$ cat src/rtl/wishbone_arbiter2_pkg.sv
// Shared types and constants for the two-master Wishbone arbiter.
package wishbone_arbiter2_pkg;

  typedef enum logic [1:0] {
    IDLE  = 2'd0,
    GNT0  = 2'd1,
    GNT1  = 2'd2,
    ABORT = 2'd3
  } arbState_t;

  localparam logic [1:0] GNT_NONE = 2'b00;
  localparam logic [1:0] GNT_M0   = 2'b01;
  localparam logic [1:0] GNT_M1   = 2'b10;

  // One-hot grant vector for a master index (0 or 1).
  function automatic logic [1:0] gntFor(input logic owner);
    return owner ? GNT_M1 : GNT_M0;
  endfunction

endpackage

$ cat src/rtl/wishbone_arbiter2_watchdog.sv
// Bus watchdog: counts consecutive stalled strobe cycles of the current owner
// and flags the cycle in which the stall limit is reached.
module wishbone_arbiter2_watchdog #(
  parameter int unsigned TIMEOUT_CYCLES = 255
) (
  input  logic clk,
  input  logic rst,
  input  logic active,
  input  logic stb,
  input  logic ack,
  output logic timeout
);

  localparam int unsigned CW = $clog2(TIMEOUT_CYCLES + 1);
  localparam logic [CW-1:0] CNT_MAX  = CW'(TIMEOUT_CYCLES);
  localparam logic [CW-1:0] LAST_OK  = CW'(TIMEOUT_CYCLES - 1);

  logic [CW-1:0] count;
  logic          stall;

  // A stalled cycle: owner strobing, slave silent. Ack in the same cycle wins.
  always_comb begin
    stall   = active & stb & ~ack;
    timeout = stall & (count == LAST_OK);
  end

  // Count stalled cycles; any break in the stall or the abort itself clears it.
  always_ff @(posedge clk or negedge rst) begin
    if (!rst) begin
      count <= '0;
    end else if (!stall || timeout) begin
      count <= '0;
    end else if (count != CNT_MAX) begin
      count <= count + CW'(1);
    end
  end

endmodule

$ cat src/rtl/wishbone_arbiter2.sv
// Two-master, one-slave Wishbone arbiter: round-robin grant held for a whole
// cyc burst, with a watchdog that aborts hung cycles.
module wishbone_arbiter2
  import wishbone_arbiter2_pkg::*;
#(
  parameter int unsigned ADDRESS_WIDTH  = 24,
  parameter int unsigned DATA_WIDTH     = 32,
  parameter int unsigned TIMEOUT_CYCLES = 255
) (
  input  logic                     clk,
  input  logic                     rst,
  input  logic [ADDRESS_WIDTH-1:0] m0_adr_i,
  input  logic [DATA_WIDTH-1:0]    m0_dat_i,
  input  logic                     m0_cyc_i,
  input  logic                     m0_stb_i,
  input  logic                     m0_we_i,
  output logic [DATA_WIDTH-1:0]    m0_dat_o,
  output logic                     m0_ack_o,
  output logic                     m0_err_o,
  input  logic [ADDRESS_WIDTH-1:0] m1_adr_i,
  input  logic [DATA_WIDTH-1:0]    m1_dat_i,
  input  logic                     m1_cyc_i,
  input  logic                     m1_stb_i,
  input  logic                     m1_we_i,
  output logic [DATA_WIDTH-1:0]    m1_dat_o,
  output logic                     m1_ack_o,
  output logic                     m1_err_o,
  output logic [ADDRESS_WIDTH-1:0] s_adr_o,
  output logic [DATA_WIDTH-1:0]    s_dat_o,
  output logic                     s_cyc_o,
  output logic                     s_stb_o,
  output logic                     s_we_o,
  input  logic [DATA_WIDTH-1:0]    s_dat_i,
  input  logic                     s_ack_i,
  output logic [1:0]               gnt_o
);

  arbState_t state;
  logic      last;      // index of the most recent owner; also the owner while in ABORT
  logic      granted;
  logic      ownerCyc;
  logic      ownerStb;
  logic      abortCyc;
  logic      timeout;

  // Owner-side request lines, zero when nobody holds the bus.
  always_comb begin
    granted  = (state == GNT0) || (state == GNT1);
    ownerCyc = (state == GNT0) ? m0_cyc_i : (state == GNT1) ? m1_cyc_i : 1'b0;
    ownerStb = (state == GNT0) ? m0_stb_i : (state == GNT1) ? m1_stb_i : 1'b0;
    abortCyc = last ? m1_cyc_i : m0_cyc_i;
  end

  wishbone_arbiter2_watchdog #(
    .TIMEOUT_CYCLES(TIMEOUT_CYCLES)
  ) uWatchdog (
    .clk    (clk),
    .rst    (rst),
    .active (granted),
    .stb    (ownerCyc & ownerStb),
    .ack    (s_ack_i),
    .timeout(timeout)
  );

  // Arbitration FSM: grant, hold for the burst, release or abort.
  always_ff @(posedge clk or negedge rst) begin
    if (!rst) begin
      state <= IDLE;
      last  <= 1'b1;
      gnt_o <= GNT_NONE;
    end else begin
      unique case (state)
        IDLE: begin
          if (m0_cyc_i && (!m1_cyc_i || last)) begin
            state <= GNT0;
            last  <= 1'b0;
            gnt_o <= gntFor(1'b0);
          end else if (m1_cyc_i) begin
            state <= GNT1;
            last  <= 1'b1;
            gnt_o <= gntFor(1'b1);
          end
        end
        GNT0, GNT1: begin
          if (timeout) begin
            state <= ABORT;
            gnt_o <= GNT_NONE;
          end else if (!ownerCyc) begin
            state <= IDLE;
            gnt_o <= GNT_NONE;
          end
        end
        ABORT: begin
          if (!abortCyc) begin
            state <= IDLE;
          end
        end
        default: begin
          state <= IDLE;
          gnt_o <= GNT_NONE;
        end
      endcase
    end
  end

  // Owner-path bus mux; everything idles at zero outside a grant.
  always_comb begin
    s_adr_o  = '0;
    s_dat_o  = '0;
    s_cyc_o  = 1'b0;
    s_stb_o  = 1'b0;
    s_we_o   = 1'b0;
    m0_ack_o = 1'b0;
    m0_err_o = 1'b0;
    m1_ack_o = 1'b0;
    m1_err_o = 1'b0;
    m0_dat_o = '0;
    m1_dat_o = '0;
    if (state == GNT0) begin
      s_adr_o  = m0_adr_i;
      s_dat_o  = m0_dat_i;
      s_cyc_o  = m0_cyc_i;
      s_stb_o  = m0_stb_i;
      s_we_o   = m0_we_i;
      m0_ack_o = s_ack_i;
      m0_err_o = timeout;
    end else if (state == GNT1) begin
      s_adr_o  = m1_adr_i;
      s_dat_o  = m1_dat_i;
      s_cyc_o  = m1_cyc_i;
      s_stb_o  = m1_stb_i;
      s_we_o   = m1_we_i;
      m1_ack_o = s_ack_i;
      m1_err_o = timeout;
    end
    if (granted) begin
      m0_dat_o = s_dat_i;
      m1_dat_o = s_dat_i;
    end
  end

endmodule

$ cat config.mk
export PLATFORM = sky130hd
export DESIGN_NAME = wishbone_arbiter2
export DESIGN_NICKNAME = d
export VERILOG_FILES = /design/src/rtl/wishbone_arbiter2_pkg.sv /design/src/rtl/wishbone_arbiter2_watchdog.sv /design/src/rtl/wishbone_arbiter2.sv
export SDC_FILE = /design/constraint.sdc
export NUM_CORES = 1
export LEC_CHECK = 0
export ABC_CLOCK_PERIOD_IN_PS = 1500
export CAP_MARGIN = 20
export CORE_AREA = 2 2 111 113
export DETAILED_ROUTE_END_ITERATION = 6
export DIE_AREA = 0 0 113 115
export PLACE_DENSITY_LB_ADDON = 0.25
export SYNTH_ARGS = -nofsm -noshare
export SYNTH_HDL_FRONTEND = slang
export SYNTH_SLANG_ARGS = --single-unit
$ cat constraint.sdc
create_clock -name clk -period 1.5 [get_ports clk]
set_input_delay 0.225 -clock clk [delete_from_list [all_inputs] [get_ports clk]]
set_output_delay 0.225 -clock clk [all_outputs]
set_load 0.01 [all_outputs]
After elaboration in Yosys (flattened, before gate mapping)
Index checks and enable logic that the tools add are counted.

word-level totals
  register bits after elaboration = 13
  input port bits = 153
  output and inout port bits = 129
  word-level logic and storage cells = 62

operators by class
  add/sub/neg operators = 1
  equality and inequality tests = 8
  multiplexer cells = 30
  bitwise operators = 5
  reduce and logical (&&, ||, !) cells = 14

operators with widths
  cell                                                             count
  32-bit 2-to-1 mux                                                3
  24-bit 2-to-1 mux                                                2
  8-bit 2-to-1 mux                                                 2
  1-bit 2-to-1 mux                                                 15
  2-bit 2-to-1 mux                                                 6
  8-bit by 1-bit adder with 8-bit output, second input constant    1
  8-bit == test, second input constant                             1
  8-bit != test, second input constant                             1
  3-bit != test, second input constant                             2
  2-bit case mux with 3 select lines                               1
  3-bit AND reduction                                              2
  2-bit nonzero test                                               3
  1-bit AND                                                        4
  2-bit == test, second input constant                             2
  2-bit case mux with 2 select lines                               1
  1-bit logical OR                                                 3
  2-bit by 1-bit == test with 1-bit output, second input constant  1
  1-bit zero test                                                  2
  2-bit zero test                                                  1
  2-bit != test, second input constant                             1
  2-bit AND reduction                                              1
  2-bit OR reduction                                               1
  1-bit logical AND                                                1
  1-bit inverter                                                   1

Logic depth before layout (Yosys ltp)
  depth in word-level cells = 9
  mapped depth = 7
  depth with buffers taken out = 6

Modules after synthesis
Synthesis repeated with hierarchy kept, for this count alone.

unflattened totals
  cells, all modules = 316
  area, all modules = 2075.7 µm²

by module, submodules not included
  module                      times used  cells each  area an instance (µm²)  seq. area each (µm²)
  wishbone_arbiter2           1           267         1605.3                  126.4
  wishbone_arbiter2_watchdog  1           49          470.5                   200.2

Worst setup path after synthesis
No wires, ideal clock.

  path type = register to output
  from = register state[1]
  to = output m1_err_o
  arrival time = 1580 ps
  required time = 1275 ps
  path slack = -305 ps
  stages on the path, launching flop included = 8
  cell sequence = dfrtp_1 > inv_1 > ha_1 > buf_6 > nand3b_4 > a21oi_2 > nand3_1 > nor3b_1

between the ends
  word-level cells in the longest chain between the ends = 9

ends and longest elaborated chain
  what                                                      RTL line                                          source
  start, declared                                           wishbone_arbiter2.sv:38                           arbState_t state;
  start signal, assigned                                    wishbone_arbiter2.sv:68                           state <= IDLE;
  start signal, assigned                                    wishbone_arbiter2.sv:75                           state <= GNT0;
  start signal, assigned                                    wishbone_arbiter2.sv:79                           state <= GNT1;
  2-bit == test                                             --
  1-bit 2-to-1 mux, on equally long branches (2 in series)  wishbone_arbiter2.sv:49, wishbone_arbiter2.sv:50
  1-bit AND                                                 wishbone_arbiter2.sv:60                           .stb (ownerCyc & ownerStb),
  1-bit AND (2 in series)                                   wishbone_arbiter2_watchdog.sv:23                  stall = active & stb & ~ack;
  1-bit AND                                                 wishbone_arbiter2_watchdog.sv:24                  timeout = stall & (count == LAST_OK);
  1-bit 2-to-1 mux                                          wishbone_arbiter2.sv:127                          end else if (state == GNT1) begin
  1-bit 2-to-1 mux (*)                                      wishbone_arbiter2.sv:119                          if (state == GNT0) begin
  end, declared                                             wishbone_arbiter2.sv:27                           output logic m1_err_o,

Every way passes the cells marked *; elsewhere a longest branch is shown, timed or not.

Final worst setup path
Same ends and word-level chain as after synthesis.

==> key figures <==
Critical path
  • Critical Path AT: 1.74 ns
  • Critical path type: register to output pin
  • Worst path top cell family by delay: flip-flops
  • Worst-path cell chain: inv_2 -> ha_4 -> buf_4 -> nand2_1 -> a21oi_4 -> nand3_2 -> nor3b_2 -> buf_2
  • CP startpoint kind: register
  • CP peak stage delay: 0.40 ns
  • Crit end category: output pin
  • Number of buffers and inverters on the critical path: 3
  • Largest fanout on the critical path: 5
  • Stages on worst setup path: 8
  • Worst Reg-to-Reg Cells: 9
  • Req. time, crit path: 1.27 ns
  • Crit-path slowest cell: dfrtp_1

Power and ir drop
  • Leak: 0.003301 uW
  • Pwr/cell area: 1937 nW/um^2
  • Maximum vdd drop: 0.001192 V

Placed design
  • Placed Cells incl. Taps: 764
  • Place WS: -0.6790 ns
  • Placed inst area: 5394 sq um
  • Dpl hpwl: 9.214 mm
  • Placer Congestion: 0.7930
  • PortBufs: 281

Job
  • MaxCap Viol Count: 0

Clock network
  • Hold_buf cts: 0
  • Clock transition at the registers of the reported paths: 0.05 ns
  • Sink Count: 13
  • H-tree depth: 1
  • Worst skew pair latency: 0.24 ns
  • CTS tree: yes
  • CTS Buf Count: 3
  • Clock Path Buffers: 2
  • Clk root buf: clkbuf_16

Status
  • Run status: complete, but fails checks
  • Failing checks: DRC, setup timing

Detailed routing
  • Post-route DRC: 20
  • DRT Pass-1 Iters: 7
  • Antenna-violating nets left: 0
  • Total length of routed wires: 14.06 mm
  • DR vias/cell: 4.509
  • First DRT Iteration DRCs: 208
  • DR WL/cell: 17.08 um
  • Vias: 3,711

Global route
  • Vias in the first global route: 3,654
  • GRT overflow: 0
  • Largest net degree at the start of global routing: 18
  • First-pass GRT wire length: 19.88 mm
  • Antenna violations before repair: 0
  • Total GRT Usage: 0.1892

Logic synthesis
  • Sequential area share after synthesis: 0.1503
  • Synth area leaders: nand2_1, dfrtp_1, o21ai_0
  • Main flop type after synthesis: dfrtp_1
  • Most area-hungry cell type in the Yosys netlist: nand2_1
  • Synthesized net count: 511
  • Synthesized area: 2173 sq um
  • Most frequent cell after synthesis: nand2_1
  • Netlist cell types: 39
  • Syn avg cell area: 6.192 sq um
  • Syn Inst Count: 351
  • Post-synth top cells: nand2_1, o21ai_0, and2_1
  • Yosys reg bits: 13
  • Number of flops mapped to enable cells by yosys: 0
  • Yosys warns: 0
  • Post-synth ARST share: 1.000
  • Post-synth top area share: 0.2003

Cells and area
  • # fillers: 1,018
  • Final nets: 837
  • Area taken by multi-input logic gates: 2296 sq um
  • N_diodes: 0
  • Reg area: 327.8 sq um
  • Share of layout cells above drive strength 1: 0.5976
  • Final Cell Area: 6825 sq um
  • Synth-to-Final Area Change: 214.0%
  • Final cell count without fillers: 823

STA
  • Slew Viols, Final: 0
  • Setup WS post-layout: -0.4671 ns
  • Hold WS: 0.2908 ns
  • Max Clk Rate: 508.4 MHz
  • Period minus WS final: 1.967 ns
  • RSZ-0062 raised after global routing: true
  • Relative slew slack: 0.8653
  • Final number of hold-violating endpoints: 0
  • Clock Skews: 0.001406 ns
  • Final cycle utilization of the critical path: 1.311
  • Slew @ Worst Pin: 0.1999 ns
  • Setup Viol. Count Final: 139

Floorplanning
  • Die Width: 113 um
  • Core area: 11,810 sq um
  • # IOs: 282
  • Die area: 13,000 sq um
  • Site Rows: 40
  • Initial core utilization: 0.1840
  • Die Ht: 115 um

Worst hold path
  • Worst Hold Class: input port to async pin
## through the flow
stage	power, uW	setup TNS [ns]	util
2_1_floorplan	4609	-4.746	-
3_3_place_gp	8568	-66.52	0.4567
3_5_place_dp	8582	-70.53	0.4567
4_1_cts	12160	-47.76	0.5347
5_1_grt	13990	-56.68	0.5779
6_report	13220	-49.16	0.5779
## cells in the final DEF (no fill, tap or decap), types with 11 or more instances in the layout
master,netlist,layout
clkdlybuf4s50_1,0,154
buf_6,2,102
buf_2,7,54
nand2_1,116,50
o21ai_2,0,47
nand2_4,0,41
and2_4,0,32
buf_4,32,32
nand2_2,0,25
buf_12,0,15
nor2_1,14,11
dfrtp_1,12,11
## power breakdown
part / switching (uW) / internal, uW
registers: 63.5 / 424
logic: 5220 / 7000
clock network: 151 / 355
total: 5440 / 7780
## area by class of cell
cell class	count	share of cell area
clock buffers	3	0.01100
clock inverters	1	0.0007333
inverters	5	0.003483
multi-input cells	278	0.3364
flip-flops and latches	13	0.04803
well taps	147	0.02695
repair buffers	376	0.5734
## sequential cells by signal (all words and copies together), names as in the netlist
register,count
last,1
state,2
uWatchdog.count,8
gnt_o,2
## worst paths after layout
check                      startpoint                 end  slack, ns
max                          state[1]            m1_err_o      -0.47
min                               rst  uWatchdog.count[6]       0.29
max reg2reg                  state[1]            state[0]      -0.29
min reg2reg                  gnt_o[1]            gnt_o[1]       0.56
max in group asynchronous         rst                last       0.97
min in group clk             gnt_o[1]            gnt_o[1]       0.56
## kinds of logic (layout without fill, tap and decap cells)
kind of cell,after synthesis,after routing,synth area share
buffers and inverters,60,385,0.1698
and+or+nand+nor,184,184,0.3926
muxes,2,2,0.009787
xor gates and xnor gates,4,4,0.01612
DFF,13,13,0.1503
AOI/OAI and AO/OA,81,81,0.2211
adders and majority gates,7,7,0.04030
## layer usage
| metal | part of all wire | track usage | vias up | routed length [um] |
|---|---|---|---|---|
| li1 | - | - | 1790 | - |
| met3 | 0.087 | 0.03110 | 8 | 1216 |
| met2 | 0.53 | 0.3629 | 164 | 7411 |
| met4 | 0.0093 | 0.02114 | 0 | 131 |
| met1 | 0.38 | 0.2282 | 1749 | 5298 |
| met5 | 0 | 0 | - | 0 |
## what timing repair did
| action | 4_1_cts | 5_1_grt |
|---|---|---|
| buffers inserted | 40 | 11 |
| gates resized for setup | 693 | 139 |
| endpoints found under the setup margin | 139 | 139 |
| pin swaps | 27 | 35 |
| gates cloned | 12 | 4 |
Note: power is estimated with default switching activity, not from simulation.
